**config.mk**
```make
export PLATFORM = sky130hd
export DESIGN_NAME = instr_fetch_unit
export DESIGN_NICKNAME = d
export VERILOG_FILES = /design/src/rtl/instr_fetch_unit.sv
export SDC_FILE = /design/constraint.sdc
export NUM_CORES = 1
export LEC_CHECK = 0
export CAP_MARGIN = 10
export CORE_UTILIZATION = 50
export DETAILED_ROUTE_END_ITERATION = 16
export PLACE_DENSITY = 0.8
export SETUP_SLACK_MARGIN = 0.05
export SYNTH_ARGS = -nofsm -noshare
export SYNTH_HDL_FRONTEND = slang
export SYNTH_SLANG_ARGS = --single-unit
export TNS_END_PERCENT = 30
```
**constraint.sdc**
```tcl
create_clock -name clk -period 4.4 [get_ports clk]
set_clock_uncertainty 0.05 [all_clocks]
set_input_delay 0.66 -clock clk [delete_from_list [all_inputs] [get_ports clk]]
set_output_delay 0.66 -clock clk [all_outputs]
set_load 0.02 [all_outputs]
```
**src/rtl/instr_fetch_unit.sv**
```systemverilog
// Instruction fetch unit: 2-entry {instr, pc} queue in front of a single-outstanding IMEM port.
// Optional macro IFU_BYPASS_EN adds a same-cycle imem_rdata -> instr path when the queue is empty.
`timescale 1ns/1ps
module instr_fetch_unit #(
  parameter logic [31:0] RESET_VECTOR = 32'h0000_0000
) (
  input  logic        clk,
  input  logic        reset,
  output logic        imem_req,
  output logic [31:0] imem_addr,
  input  logic        imem_ack,
  input  logic [31:0] imem_rdata,
  input  logic        stall,
  input  logic        pcsrc,
  input  logic [31:0] branch_target,
  output logic        instr_valid,
  output logic [31:0] instr,
  output logic [31:0] pc_out,
  output logic [31:0] pc_plus8,
  output logic [3:0]  cond,
  output logic [1:0]  op,
  output logic [5:0]  funct,
  output logic [3:0]  rd
);

  typedef enum logic [1:0] {IDLE, REQ, DROP} state_t;

  state_t      state, state_nxt;
  logic [31:0] fetch_pc;
  logic [31:0] redir_pc;
  logic [31:0] q_instr [2];
  logic [31:0] q_pc [2];
  logic [1:0]  count, count_nxt;
  logic        head_valid, byp, consume, redirect, pop, ack_ok, wr, widx;
  logic [31:0] target;

  assign target     = branch_target & ~32'h3;
  assign head_valid = (count != 2'd0);

`ifdef IFU_BYPASS_EN
  assign byp    = (state == REQ) && imem_ack && !head_valid;
  assign instr  = byp ? imem_rdata : q_instr[0];
  assign pc_out = byp ? fetch_pc : q_pc[0];
`else
  assign byp    = 1'b0;
  assign instr  = q_instr[0];
  assign pc_out = q_pc[0];
`endif

  assign instr_valid = head_valid | byp;
  assign consume     = instr_valid & ~stall;
  assign redirect    = consume & pcsrc;
  assign pop         = head_valid & consume;
  // An ack is kept unless a redirect flushes the stream in the same cycle.
  assign ack_ok      = (state == REQ) && imem_ack && !redirect;
  // A bypassed word that is consumed immediately never needs a queue slot.
  assign wr          = ack_ok && !(byp && consume);
  assign widx        = (count == 2'd1) && !pop;
  assign count_nxt   = redirect ? 2'd0 : count + {1'b0, wr} - {1'b0, pop};

  assign imem_req  = (state != IDLE);
  assign imem_addr = fetch_pc;
  assign pc_plus8  = pc_out + 32'd8;
  assign cond      = instr[31:28];
  assign op        = instr[27:26];
  assign funct     = instr[25:20];
  assign rd        = instr[15:12];

  // A new request is only launched when a slot is guaranteed free on return.
  always_comb begin
    state_nxt = state;
    case (state)
      IDLE: if (count_nxt != 2'd2) state_nxt = REQ;
      REQ: begin
        if (imem_ack)      state_nxt = (count_nxt == 2'd2) ? IDLE : REQ;
        else if (redirect) state_nxt = DROP;
      end
      DROP: if (imem_ack) state_nxt = REQ;
      default: state_nxt = IDLE;
    endcase
  end

  always_ff @(posedge clk) begin
    if (reset) begin
      state      <= IDLE;
      count      <= 2'd0;
      fetch_pc   <= RESET_VECTOR;
      redir_pc   <= RESET_VECTOR;
      q_instr[0] <= 32'd0;
      q_instr[1] <= 32'd0;
      q_pc[0]    <= 32'd0;
      q_pc[1]    <= 32'd0;
    end else begin
      state <= state_nxt;
      count <= count_nxt;
      // While a request is in flight, fetch_pc must keep driving imem_addr; park the target.
      if (redirect) begin
        if (state == REQ && !imem_ack) redir_pc <= target;
        else                           fetch_pc <= target;
      end else if (ack_ok) begin
        fetch_pc <= fetch_pc + 32'd4;
      end else if (state == DROP && imem_ack) begin
        fetch_pc <= redir_pc;
      end
      if (pop) begin
        q_instr[0] <= q_instr[1];
        q_pc[0]    <= q_pc[1];
      end
      if (wr) begin
        q_instr[widx] <= imem_rdata;
        q_pc[widx]    <= fetch_pc;
      end
    end
  end

endmodule

```
==> summary.txt <==
status - completed
Hold Buf Count CTS - 0
VDD IR max - 0.290 mV
IO buf count - 206
first-pass GRT wire length - 36,100 um
share of layout cells above drive strength 1 - 0.0602
DR WL/cell - 17.0 um
Cell Chain, Critical Path - and4_1 -> nand4_1 -> nor3_1 -> nand3_1 -> xnor2_1 -> clkdlybuf4s50_1
Fin Setup TNS - 0 ns
ys async rst share - 0
Finished Layout Cells - 1,358
area grow syn2layout - 28.8%
Max stage delay on crit path - 0.64 ns
unrepaired setup endpoints after global routing - no
worst path required time - 3.69 ns
synth unique cells - 61
final hold violations - 0
Synth Instances - 957
post-CTS resize count - 0
sequential fraction of the synthesis area - 0.545
EDFF count, synth - 124
Worst path slowest cell - clkdlybuf4s50_1
commonest non-fill, non-tap cell in the layout - nand2_1
Site Rows - 49
maxcap violations - 0
maximum fanout along the worst path - 6
critical path class - reg2out
I/O pin cnt - 215
Reg clk slew, reported paths - 0.07 ns
relative slew slack - 0.307
clk_lat worst skew - 0.43 ns
Pre-Repair DR Iteration Count - 5
prevailing post-synth register cell - edfxtp_1
drt via density - 5.64
total chip power - 5.65 mW
Leak - 3.98 nW
clk sinks - 188
Bufs on Longest Clock Path - 2
total CTS buffers - 17
Starting Density - 0.511
number of synthesized register bits - 188
worst min path class - reg2reg
All-Layer GR Usage - 0.250
Die H - 138 um
final count of pins violating max slew - 0
Post-Syn Area - 0.00918 mm2
TritonCTS clock tree - yes
Detail Route Antenna Nets - 0
Ys Warns - 0
Post-CTS Setup Bufs - 0
largest net degree at the start of global routing - 125
grt ovf - 0
diode count - 0
fmax - 0.265 GHz
Cell Pwr Density - 478 mW/mm2
Total Wirelength - 23,100 um
DRT iter0 DRCs - 704
DP HPWL - 15,300 um
leading cell types in the layout, fill and taps excluded - 217 x nand2_1, 205 x clkdlybuf4s50_1, 124 x edfxtp_1
fill count - 1,449
initial antenna violation count - 0
final core utilization - 0.658
core box area - 0.0180 mm2
final-stage net count - 1,189
Clock Tree Root - clkbuf_16
startpoint types - register
vias - 7,662
die area - 0.0189 mm2
CTS H-Tree Depth - 4
Worst Setup End Kind - primary output
vias in the first global route - 6,864
fin crit share - 0.857
worst hold margin - 0.405 ns
chip width - 138 um
GPL Wtd Cong - 0.847
syn avg cell area - 9.59 um2
Placed Cells - 1,326
setup violators final - 0
# DRC - 0
min Tclk post-route - 3.77 ns
transition time of the tightest slew-check pin - 1.04 ns
Arr. time, crit path - 3.06 ns
path summary, 6_finish.rpt:
kind	start	endpoint	slack [ns]	depth (start not counted)
setup reg to reg	count[1]	q_instr[0][24]	1.93	5
hold / removal	redir_pc[25]	redir_pc[25]	0.41	2
setup / recovery	q_pc[0][5]	pc_plus8[28]	0.63	6
hold reg to reg	redir_pc[25]	redir_pc[25]	0.41	2
synthesized netlist by cell type, drive strengths merged (9+ instances only):
| library cell | number | area (um2) |
|---|---|---|
| nand2 | 217 | 815 |
| xor2 | 11 | 96.3 |
| a21oi | 63 | 330 |
| nor2 | 22 | 82.6 |
| nand4 | 15 | 93.8 |
| nand3 | 33 | 165 |
| and2 | 68 | 425 |
| o21ai | 80 | 400 |
| clkbuf | 43 | 163 |
| buf | 43 | 288 |
| a22oi | 9 | 67.6 |
| dfxtp | 64 | 1280 |
| edfxtp | 124 | 3720 |
| nor3 | 13 | 81.3 |
| inv | 13 | 48.8 |
| xnor2 | 21 | 184 |
worst max-delay path, delay by kind of cell (launching register included):
family / cells / cell delay [ns]
xor+xnor: 1 / 0.20
flops: 1 / 0.48
buf+inv: 1 / 0.64
simple gates: 4 / 1.30
through the flow:
step           worst slack (ns)  instance area (um2)
2_1_floorplan             0.853                 9200
3_3_place_gp               1.11                11200
3_5_place_dp               1.11                11200
4_1_cts                   0.588                11800
5_1_grt                   0.365                11800
6_report                  0.630                11800
cells by family after synthesis:
logic type | Yosys count | synth area share
fa+ha+maj | 4 | 0.00545
xor+xnor | 32 | 0.0305
compound gates | 216 | 0.144
mux | 2 | 0.00218
flops | 188 | 0.545
other cells | 1 | 0.000408
buf+inv | 99 | 0.0544
simple gates | 415 | 0.218
flip-flops by register name, summed over array words and instances (netlist names):
register,cells
imem_addr,30
q_pc,60
state,2
q_instr,64
count,2
redir_pc,30
metal layers:
metal / GRT usage / wire length, um
met5: 0 / 0
met4: 0.0879 / 365
met3: 0.0430 / 1620
met2: 0.395 / 11100
met1: 0.346 / 10000
layout make-up:
| type | instances | area [um2] | share of cell area |
|---|---|---|---|
| Clock buffer | 17 | 425 | 0.0360 |
| Clock inverter | 15 | 148 | 0.0125 |
| Inverter | 13 | 48.8 | 0.00413 |
| Multi-Input combinational cell | 675 | 3710 | 0.314 |
| Sequential cell | 188 | 5000 | 0.423 |
| Tap cell | 229 | 287 | 0.0242 |
| Timing Repair Buffer | 221 | 2190 | 0.186 |
power by group:
part           internal (mW)  total [mW]  switching [mW]  leakage [nW]
registers               2.15        2.37           0.220          1.82
logic                  0.774        1.78            1.00          1.89
clock network          0.757        1.50           0.739         0.274
(Power assumes the default switching activity.)
